===== config.mk =====
export PLATFORM = sky130hd
export DESIGN_NAME = uart_boot_loader_flat
export DESIGN_NICKNAME = d
export VERILOG_FILES = /design/src/rtl/boot_pkg.sv /design/src/rtl/uart_boot_loader_if.sv /design/src/rtl/byte_packer.sv /design/src/rtl/uart_boot_loader.sv /design/src/flat_wrapper.sv
export SDC_FILE = /design/constraint.sdc
export NUM_CORES = 1
export LEC_CHECK = 0
export ABC_AREA = 1
export BUFFER_PORTS_ARGS = -buffer_cell sky130_fd_sc_hd__buf_2
export CORE_MARGIN = 8
export CORE_UTILIZATION = 55
export CTS_BUF_LIST = sky130_fd_sc_hd__clkbuf_16
export CTS_CLUSTER_DIAMETER = 80
export DETAILED_ROUTE_END_ITERATION = 8
export PLACE_DENSITY = 0.76
export SYNTH_ARGS = -nofsm -noshare
export SYNTH_HDL_FRONTEND = slang
export SYNTH_SLANG_ARGS = --single-unit

===== constraint.sdc =====
create_clock -name clock -period 3.65 [get_ports clock]
set_input_delay 0.1825 -clock clock [delete_from_list [all_inputs] [get_ports clock]]
set_output_delay 0.1825 -clock clock [all_outputs]
set_load 0.1 [all_outputs]

===== src/rtl/boot_pkg.sv =====
// Shared constants and state encoding for the UART boot loader.
// The byte values are also used by the host-side simulation server.
package boot_pkg;

    typedef enum logic [2:0] {
        S_HELLO,
        S_SIZE,
        S_PROG,
        S_ACK,
        S_DONE
    } boot_state_t;

    localparam logic [7:0] BOOT_HELLO      = 8'h99;
    localparam logic [7:0] BOOT_ACK        = 8'haa;
    localparam int         BOOT_SIZE_BYTES = 4;

endpackage


===== src/rtl/uart_boot_loader_if.sv =====
// UART byte interface and instruction-memory write port of the boot loader.
// master = the loader, slave = the UART/memory side.
interface uart_boot_loader_if #(
    parameter int IMEM_ADDR_WIDTH = 14
);
    logic                       rx_ready;
    logic [7:0]                 rdata;
    logic                       ferr;
    logic                       tx_busy;
    logic                       tx_start;
    logic [7:0]                 sdata;
    logic                       imem_we;
    logic [IMEM_ADDR_WIDTH-1:0] imem_addr;
    logic [31:0]                imem_wd;

    modport master (
        input  rx_ready, rdata, ferr, tx_busy,
        output tx_start, sdata, imem_we, imem_addr, imem_wd
    );

    modport slave (
        output rx_ready, rdata, ferr, tx_busy,
        input  tx_start, sdata, imem_we, imem_addr, imem_wd
    );
endinterface


===== src/rtl/byte_packer.sv =====
// Little-endian 8->32 assembler; word/word_valid are presented in the cycle
// the completing byte arrives, so the caller can register them directly.
module byte_packer (
    input  logic        clock,
    input  logic        reset,
    input  logic        in_valid,
    input  logic [7:0]  in_byte,
    input  logic        flush,
    output logic [1:0]  lane,
    output logic [31:0] word,
    output logic        word_valid
);
    logic [31:0] buf_q;
    logic [1:0]  lane_q;

    assign lane = lane_q;

    always_comb begin
        word = buf_q;
        if (in_valid)
            word[{lane_q, 3'b000} +: 8] = in_byte;
        word_valid = in_valid && ((lane_q == 2'd3) || flush);
    end

    // Buffer is cleared after every word, so a flushed word is zero-padded.
    always_ff @(posedge clock) begin
        if (reset) begin
            buf_q  <= '0;
            lane_q <= '0;
        end else if (in_valid) begin
            if (word_valid) begin
                buf_q  <= '0;
                lane_q <= '0;
            end else begin
                buf_q  <= word;
                lane_q <= lane_q + 2'd1;
            end
        end
    end
endmodule


===== src/rtl/uart_boot_loader.sv =====
// CPU-side UART boot loader: hello, 4-byte size, program words into imem,
// then ack and release the core via done.
module uart_boot_loader
    import boot_pkg::*;
#(
    parameter int         IMEM_ADDR_WIDTH = 14,
    parameter logic [7:0] HELLO_BYTE      = BOOT_HELLO,
    parameter logic [7:0] ACK_BYTE        = BOOT_ACK
) (
    input  logic                clock,
    input  logic                reset,
    uart_boot_loader_if.master  bus,
    output logic                done,
    output logic                overflow,
    output logic                rx_error
);
    boot_state_t                state;
    logic [31:0]                size_q;
    logic [31:0]                byte_cnt;
    logic [IMEM_ADDR_WIDTH-1:0] word_addr;
    logic                       addr_full;

    logic        accept;
    logic        last;
    logic [1:0]  pk_lane;
    logic [31:0] pk_word;
    logic        pk_valid;
    logic        size_done;

    assign accept = bus.rx_ready &&
                    (state == S_SIZE || state == S_PROG);
    assign last = (state == S_PROG) &&
                  (byte_cnt + 32'd1 == size_q);
    assign size_done = pk_valid &&
                       (pk_lane == 2'(BOOT_SIZE_BYTES - 1));

    byte_packer u_packer (
        .clock      (clock),
        .reset      (reset),
        .in_valid   (accept),
        .in_byte    (bus.rdata),
        .flush      (last),
        .lane       (pk_lane),
        .word       (pk_word),
        .word_valid (pk_valid)
    );

    always_ff @(posedge clock) begin
        if (reset) begin
            state         <= S_HELLO;
            size_q        <= '0;
            byte_cnt      <= '0;
            word_addr     <= '0;
            addr_full     <= 1'b0;
            bus.tx_start  <= 1'b0;
            bus.sdata     <= '0;
            bus.imem_we   <= 1'b0;
            bus.imem_addr <= '0;
            bus.imem_wd   <= '0;
            done          <= 1'b0;
            overflow      <= 1'b0;
            rx_error      <= 1'b0;
        end else begin
            bus.tx_start <= 1'b0;
            bus.imem_we  <= 1'b0;
            if (accept && bus.ferr)
                rx_error <= 1'b1;
            unique case (state)
                S_HELLO: begin
                    if (!bus.tx_busy) begin
                        bus.tx_start <= 1'b1;
                        bus.sdata    <= HELLO_BYTE;
                        state        <= S_SIZE;
                    end
                end
                S_SIZE: begin
                    if (size_done) begin
                        size_q <= pk_word;
                        if (pk_word != '0) begin
                            state <= S_PROG;
                        end else if (!bus.tx_busy) begin
                            bus.tx_start <= 1'b1;
                            bus.sdata    <= ACK_BYTE;
                            state        <= S_DONE;
                        end else begin
                            state <= S_ACK;
                        end
                    end
                end
                S_PROG: begin
                    if (bus.rx_ready) begin
                        byte_cnt <= byte_cnt + 32'd1;
                        // Past the last word, bytes are counted but not written.
                        if (pk_valid) begin
                            if (addr_full) begin
                                overflow <= 1'b1;
                            end else begin
                                bus.imem_we   <= 1'b1;
                                bus.imem_addr <= word_addr;
                                bus.imem_wd   <= pk_word;
                                if (&word_addr)
                                    addr_full <= 1'b1;
                                else
                                    word_addr <= word_addr + 1'b1;
                            end
                        end
                        if (last) begin
                            if (!bus.tx_busy) begin
                                bus.tx_start <= 1'b1;
                                bus.sdata    <= ACK_BYTE;
                                state        <= S_DONE;
                            end else begin
                                state <= S_ACK;
                            end
                        end
                    end
                end
                S_ACK: begin
                    if (!bus.tx_busy) begin
                        bus.tx_start <= 1'b1;
                        bus.sdata    <= ACK_BYTE;
                        state        <= S_DONE;
                    end
                end
                S_DONE: begin
                    done <= 1'b1;
                end
                default: begin
                    state <= S_HELLO;
                end
            endcase
        end
    end
endmodule


===== src/flat_wrapper.sv =====
// flat-port wrapper written by rule: the top's interface ports become plain ports
module uart_boot_loader_flat import boot_pkg::*;
#(
    parameter int         IMEM_ADDR_WIDTH = 14,
    parameter logic [7:0] HELLO_BYTE      = BOOT_HELLO,
    parameter logic [7:0] ACK_BYTE        = BOOT_ACK
)
  (clock, reset, done, overflow, rx_error, bus_rx_ready, bus_rdata, bus_ferr, bus_tx_busy, bus_tx_start, bus_sdata, bus_imem_we, bus_imem_addr, bus_imem_wd);
  uart_boot_loader_if #(.IMEM_ADDR_WIDTH(IMEM_ADDR_WIDTH)) bus_i ();
  input  logic clock;
  input  logic reset;
  output logic done;
  output logic overflow;
  output logic rx_error;
  input wire logic [$bits(bus_i.rx_ready)-1:0] bus_rx_ready;
  input wire logic [$bits(bus_i.rdata)-1:0] bus_rdata;
  input wire logic [$bits(bus_i.ferr)-1:0] bus_ferr;
  input wire logic [$bits(bus_i.tx_busy)-1:0] bus_tx_busy;
  output wire logic [$bits(bus_i.tx_start)-1:0] bus_tx_start;
  output wire logic [$bits(bus_i.sdata)-1:0] bus_sdata;
  output wire logic [$bits(bus_i.imem_we)-1:0] bus_imem_we;
  output wire logic [$bits(bus_i.imem_addr)-1:0] bus_imem_addr;
  output wire logic [$bits(bus_i.imem_wd)-1:0] bus_imem_wd;
  assign bus_i.rx_ready = bus_rx_ready;
  assign bus_i.rdata = bus_rdata;
  assign bus_i.ferr = bus_ferr;
  assign bus_i.tx_busy = bus_tx_busy;
  assign bus_tx_start = bus_i.tx_start;
  assign bus_sdata = bus_i.sdata;
  assign bus_imem_we = bus_i.imem_we;
  assign bus_imem_addr = bus_i.imem_addr;
  assign bus_imem_wd = bus_i.imem_wd;
  uart_boot_loader #(.IMEM_ADDR_WIDTH(IMEM_ADDR_WIDTH), .HELLO_BYTE(HELLO_BYTE), .ACK_BYTE(ACK_BYTE)) u_core (.clock(clock), .reset(reset), .bus(bus_i), .done(done), .overflow(overflow), .rx_error(rx_error));
endmodule

# Word level (Yosys, flattened, before mapping)
# Cells that the tools add are included.
[op_classes]
addsub = 4
n_eq_ne = 12
shift = 2
muxes = 28
bitwise_logic = 6
reduce_logical = 21
[op_table]
columns = ["cell", "n"]
rows = [
  ["two-way mux 32 bit", 2],
  ["two-way mux 8 bit", 6],
  ["adder 32 x 1 -> 32 bit (second input constant)", 1],
  ["bitwise mux 32 bit", 1],
  ["== test 32 bit", 1],
  ["one-hot mux 8 bit (4 select lines)", 1],
  ["nonzero test 32 bit", 1],
  ["variable shift 8 x 7 -> 32 bit (first input constant)", 1],
  ["variable part select 8 x 7 -> 32 bit", 1],
  ["two-way mux 3 bit", 7],
  ["one-hot mux 3 bit (5 select lines)", 1],
  ["adder 14 x 1 -> 14 bit (second input constant)", 1],
  ["AND reduction 14 bit", 1],
  ["AND reduction 6 bit", 2],
  ["inequality test 2 bit (second input constant)", 5],
  ["two-way mux 1 bit", 8],
  ["AND reduction 4 bit", 2],
  ["negation 5 -> 7 bit", 1],
  ["== test 3 x 2 -> 1 bit (second input constant)", 2],
  ["inverter 1 bit", 6],
  ["logical AND 1 bit", 5],
  ["AND reduction 5 bit", 1],
  ["AND reduction 2 bit", 2],
  ["nonzero test 4 bit", 1],
  ["other kinds (12)", 13],
]
[word_totals]
reg_bits = 175
inputBits = 13

# Depth between registers and ports, before layout
[logic_depth]
depth_word = 8
depth_mapped = 21

# Cells and area by module
# A second synthesis with hierarchy kept.
[unflattened]
hier_cells = 1325
hier_area_um2 = 8971.1
[modules_own_cells]
columns = ["mod", "instances", "cells_each", "area_each_um2", "seq_area_each_um2"]
rows = [
  ["uart_boot_loader", 1, 1045, 7039.3, 2722.6],
  ["byte_packer", 1, 280, 1931.9, 680.7],
]

# Least setup slack after synthesis
# No wires, ideal clock.
[synth_path]
path_kind = "flip-flop to flip-flop"
startpoint = "reg u_core.u_packer.lane_q[0] (netlist: u_core.u_packer.lane[0])"
endpoint = "reg u_core.bus.sdata[3]"
arrival_time_ps = 2634
path_slack_ps = 898
stages_incl_launch_ff = 18
synth_period_minus_slack_ps = 2752
path_cell_list = "dfxtp_1 -> clkbuf_1 -> inv_1 -> ha_1 -> nor3b_1 -> nand2_1 -> nand2_1 -> o21ai_0 -> nand2_1 -> nor2_1 -> nand4_1 -> nor2_1 -> nand2_1 -> nand2_1 -> nand2_1 -> nor2_1 -> o21ai_0 -> inv_1"
[synth_between]
elab_chain_len = 7
[synth_lines]
columns = ["element", "line_no", "rtl"]
rows = [
  ["start: declaration", "byte_packer.sv:14", "logic [1:0] lane_q;"],
  ["start signal: assignment", "byte_packer.sv:36", "lane_q <= lane_q + 2'd1;"],
  ["negation 5 -> 7 bit", "byte_packer.sv:21", "word[{lane_q, 3'b000} +: 8] = in_byte;"],
  ["variable part select 8 x 7 -> 32 bit / variable shift 8 x 7 -> 32 bit (equally long branches)", "byte_packer.sv:21", ""],
  ["bitwise mux 32 bit", "byte_packer.sv:21", ""],
  ["two-way mux 32 bit", "byte_packer.sv:20", "if (in_valid)"],
  ["nonzero test 32 bit", "uart_boot_loader.sv:79", "if (pk_word != '0) begin"],
  ["inequality test 2 bit (no line)", "n/a", ""],
  ["AND reduction 6 bit (no line) *", "n/a", ""],
  ["end signal: assignment", "uart_boot_loader.sv:72", "bus.sdata <= HELLO_BYTE;"],
  ["end signal: assignment", "uart_boot_loader.sv:83", "bus.sdata <= ACK_BYTE;"],
  ["end signal: assignment", "uart_boot_loader.sv:110", "bus.sdata <= ACK_BYTE;"],
  ["end: declaration", "uart_boot_loader_if.sv:18", "output tx_start, sdata, imem_we, imem_addr, imem_wd"],
]
# Every way passes the cells marked *; elsewhere a longest branch is shown, timed or not.
# A chain may end at the register's enable or synchronous reset.

# Worst setup path after layout
[layout_path]
startpoint = "reg u_core.byte_cnt[0]"
endpoint = "reg u_core.bus.imem_addr[9]"
[layout_between]
elab_chain_len = 6
[layout_lines]
columns = ["element", "line_no", "rtl"]
rows = [
  ["start: declaration", "uart_boot_loader.sv:19", "logic [31:0] byte_cnt;"],
  ["start signal: assignment", "uart_boot_loader.sv:92", "byte_cnt <= byte_cnt + 32'd1;"],
  ["adder 32 x 1 -> 32 bit", "uart_boot_loader.sv:33", "(byte_cnt + 32'd1 == size_q);"],
  ["== test 32 bit", "uart_boot_loader.sv:33", ""],
  ["logical AND 1 bit", "uart_boot_loader.sv:32", "assign last = (state == S_PROG) &&"],
  ["logical OR 1 bit", "byte_packer.sv:22", "word_valid = in_valid && ((lane_q == 2'd3) || flush);"],
  ["logical AND 1 bit", "byte_packer.sv:22", ""],
  ["AND reduction 4 bit (no line)", "n/a", ""],
  ["end signal: assignment", "uart_boot_loader.sv:99", "bus.imem_addr <= word_addr;"],
  ["end: declaration", "uart_boot_loader_if.sv:18", ""],
]
# Every way passes these cells.

==> metrics.log <==
INFO  metric fin_tns_setup = 0 ns
INFO  metric synth.mux.area_fraction = 0%
INFO  metric cp_data_arrival_time = 3.62 ns
INFO  metric finalHoldViolCount = 0
INFO  metric cts-root-buf = clkbuf_16
INFO  metric slew_viol_final = 0
INFO  metric tritoncts = yes
INFO  metric timing.hold.worst_path_depth = 4
INFO  metric layout_worst_path_cycle_share = 89.41%
INFO  metric outcome = completed
INFO  metric cts_hold_buf = 1
INFO  metric final-instance-count-excl-fill = 1656
INFO  metric final_cell_mix = nand2_1, inv_1, dfxtp_1, nor2_1
INFO  metric finalNetCount = 1448
INFO  metric rows = 46
INFO  metric die_y = 143.7 um
INFO  metric drt_iter0_markers = around 1000
INFO  metric grt_remaining_overflow = 0
INFO  metric post_cts_resized = 0
INFO  metric drive_above_1_share = 10.28%
INFO  metric maxClockFrequency = about 310 MHz
INFO  metric setup_repair_after_global_routing_missed_its_margin = no
INFO  metric synth_compound_area_share = 11.67%
INFO  metric yosysWarningCount = 0
INFO  metric timing.clock.skew = 0.01135 ns
INFO  metric drc = 0
INFO  metric syn_area = roughly 9000 um^2
INFO  metric average_routed_wire_per_standard_cell = about 15 um
INFO  metric num_antenna_cells = 0
INFO  metric number_of_search_and_repair_iterations_in_the_first_detailed_routing_pass = 5
INFO  metric num-fill-cells = between 1500 and 2000
INFO  metric io_count = 72
INFO  metric multi_input_comb_area = 4592 um^2
INFO  metric final_common_cell = nand2_1
INFO  metric global_route.usage.total = between 20% and 30%
INFO  metric hp-start = bus_tx_busy
INFO  metric drv.max_cap_violation_count = 0
INFO  metric synth_top_family_by_area = simple AND/OR/NAND/NOR gates
INFO  metric flip_flop_and_latch_area = 3403 um^2
INFO  metric post_synth_main_area_contributors = dfxtp_1, nand2_1, inv_1, a21oi_1, nand3_1
INFO  metric post-dp-hpwl = roughly 17000 um
INFO  metric syn_to_final_growth = 12.21%
INFO  metric synthCells = around 1400
INFO  metric crit_path_end_kind = register
INFO  metric die-width = 143.7 um
INFO  metric first_pass_grt_wire_length = 40080 um
INFO  metric reg2reg_slack = 0.39 ns
INFO  metric vias_after_detailed_routing = 8975
INFO  metric ctsHtreeMaxLevel = 4
INFO  metric worst_r2r_startpoint = u_core.byte_cnt[0]
INFO  metric postCtsSetupRepairBufs = 0
INFO  metric layout.core_utilization = 63.33%
INFO  metric most_area_hungry_cell_type_in_the_yosys_netlist = dfxtp_1
INFO  metric placeableCoreArea = 15890 um^2
INFO  metric min_delay_worst_endpoint = u_core.bus.tx_start
INFO  metric synth_adder_area_share = 1.117%
INFO  metric reg2regPathDepth = 16
INFO  metric number_of_antenna_violations_at_the_first_check_in_global_routing = 0
INFO  metric clk-insertion-delay-late = 0.44 ns
INFO  metric critical_path_peak_fanout = 30
INFO  metric placedCellCount = 1623
INFO  metric worst-setup-path-type = register to register
INFO  metric number_of_global_route_vias_before_repair = 8054
INFO  metric synth.yosys.seq_area_share = between 30% and 40%
INFO  metric setup_viol = 0
INFO  metric timing.rr.end = u_core.bus.imem_addr[9]
INFO  metric whs = 0.1457 ns
INFO  metric clock_sinks = between 150 and 200
INFO  metric place.gp.congestion = 0.9653
INFO  metric port-buffer-count = between 60 and 70
INFO  metric power_density = 530.3 nW/um^2
INFO  metric viasPerCell = 5.420
INFO  metric clockBufferDepth = 2
INFO  metric initial_utilization = between 50% and 60%
INFO  metric cts_buffers = 17
INFO  metric post_synth_xor_area_fraction = 1.172%
INFO  metric min_delay_path_class = primary input to register
INFO  metric synth_top_area_share = about 38%
INFO  metric ant_nets = 0
INFO  metric cp_data_required_time = 4.01 ns
INFO  metric synth-seq-cells = 170
INFO  metric synth-simple-area-share = 37.04%
INFO  metric setup.worst_path.start_class = register
INFO  metric timing_worst_slew_pin_value = a little over 1 ns
INFO  metric syn-mean-instance-area = 6.501 um^2
INFO  metric yosysUniqueCellTypes = 36
INFO  metric vdd_drop_max = 0.0006624 V
INFO  metric cts.reportedPaths.clkPinSlew = roughly 0.07 ns
INFO  metric grt_start_max_net_pins = 86
INFO  metric detail_route.wirelength = 24600 um
INFO  metric timing.slew.headroom = 31.82%
INFO  metric timing.final.crit_period = 3.263 ns
INFO  metric power.leakage = around 4.4 nW
INFO  metric die_area = 20640 um^2
==> worst max-delay path by stage <==
| stage | startpoint | to | slack, ns | cells past startpoint |
|---|---|---|---|---|
| floorplan | u_core.u_packer.lane[0] | u_core.bus.sdata[3] | 0.90 | 17 |
| global placement | u_core.state[1] | u_core.bus.sdata[5] | 0.49 | 15 |
| detailed placement | u_core.byte_cnt[0] | u_core.bus.imem_addr[9] | 0.44 | 16 |
| CTS | u_core.byte_cnt[0] | u_core.bus.imem_addr[9] | 0.42 | 16 |
| global route | u_core.byte_cnt[0] | u_core.word_addr[5] | 0.02 | 16 |
| finish | u_core.byte_cnt[0] | u_core.bus.imem_addr[9] | 0.39 | 16 |
==> area by class of cell <==
| cell class | instances | area share [%] |
|---|---|---|
| clock buffer | 17 | 4.229 |
| clock inverter | 15 | 1.629 |
| inverter | 175 | 6.530 |
| multi-input combinational | 969 | 45.65 |
| sequential | 170 | 33.83 |
| tap | 216 | 2.687 |
| timing repair buffer | 94 | 5.448 |
==> cells in the mapped netlist (all sizes together) <==
cell type	count
nand2	385
inv	172
dfxtp	170
nor2	126
nand3	95
a21oi	93
o21ai	91
nand4	59
nor3	48
clkbuf	35
buf	31
nor2b	14
o211ai	13
nand3b	11
xor2	9
ha	8
or2	4
clkinv	3
xnor2	3
a31oi	2
nor3b	2
and2	1
conb	1
nor4	1
o21a	1
o21bai	1
==> registers in the layout, summed over array words and instances, names as in the netlist, 2 cells and up <==
| register | flops |
|---|---|
| u_core.bus.imem_wd | 32 |
| u_core.byte_cnt | 32 |
| u_core.size_q | 32 |
| u_core.u_packer.buf_q | 32 |
| u_core.bus.imem_addr | 14 |
| u_core.word_addr | 14 |
| u_core.bus.sdata | 3 |
| u_core.state | 3 |
| u_core.u_packer.lane | 2 |
==> metrics by stage <==
stage	area [um^2]	power (mW)	setup WS (ns)
3_3_place_gp	9460	3.488	0.4927
6_report	10060	5.335	0.3866
4_1_cts	10060	5.326	0.4162
2_1_floorplan	8969	3.164	0.8981
5_1_grt	10060	5.587	0.01765
3_5_place_dp	9460	3.507	0.4429
==> power breakdown <==
part	internal (mW)	switching, mW
registers	1.99	0.113
clock network	1.02	0.812
logic	0.366	1.04
total	3.37	1.96
==> routing by layer <==
layer  global-route usage, %  share of wire (%)
met1                   34.05                 47
met2                   36.37                 43
met3                   4.413                7.0
met4                   8.633                2.3
met5                       0                  0
==> worst max-delay path: stages, from the launching register on <==
cell     delay, ns
dfxtp_1       0.39
ha_1          0.22
nand2_2       0.10
nor2_4        0.20
nand2_1       0.17
nor2_1        0.24
nand2_1       0.09
nand3_1       0.08
nand2_1       0.06
nor2_1        0.10
nand2_1       0.05
nor3_1        0.28
nand4_1       0.20
nand2_2       0.30
buf_4         0.36
nand4_1       0.17
a21oi_1       0.19
==> logic make-up (layout without fill, tap and decap cells) <==
group | count (synthesis) | after routing
adder cells (fa/ha/maj) | 8 | 8
AO/OA/AOI/OAI | 201 | 201
buffers and inverters | 241 | 301
other | 1 | 2
AND/OR/NAND/NOR | 746 | 746
flip-flops | 170 | 170
XOR/XNOR | 12 | 12
No activity file was read; power rests on OpenSTA's default activity.
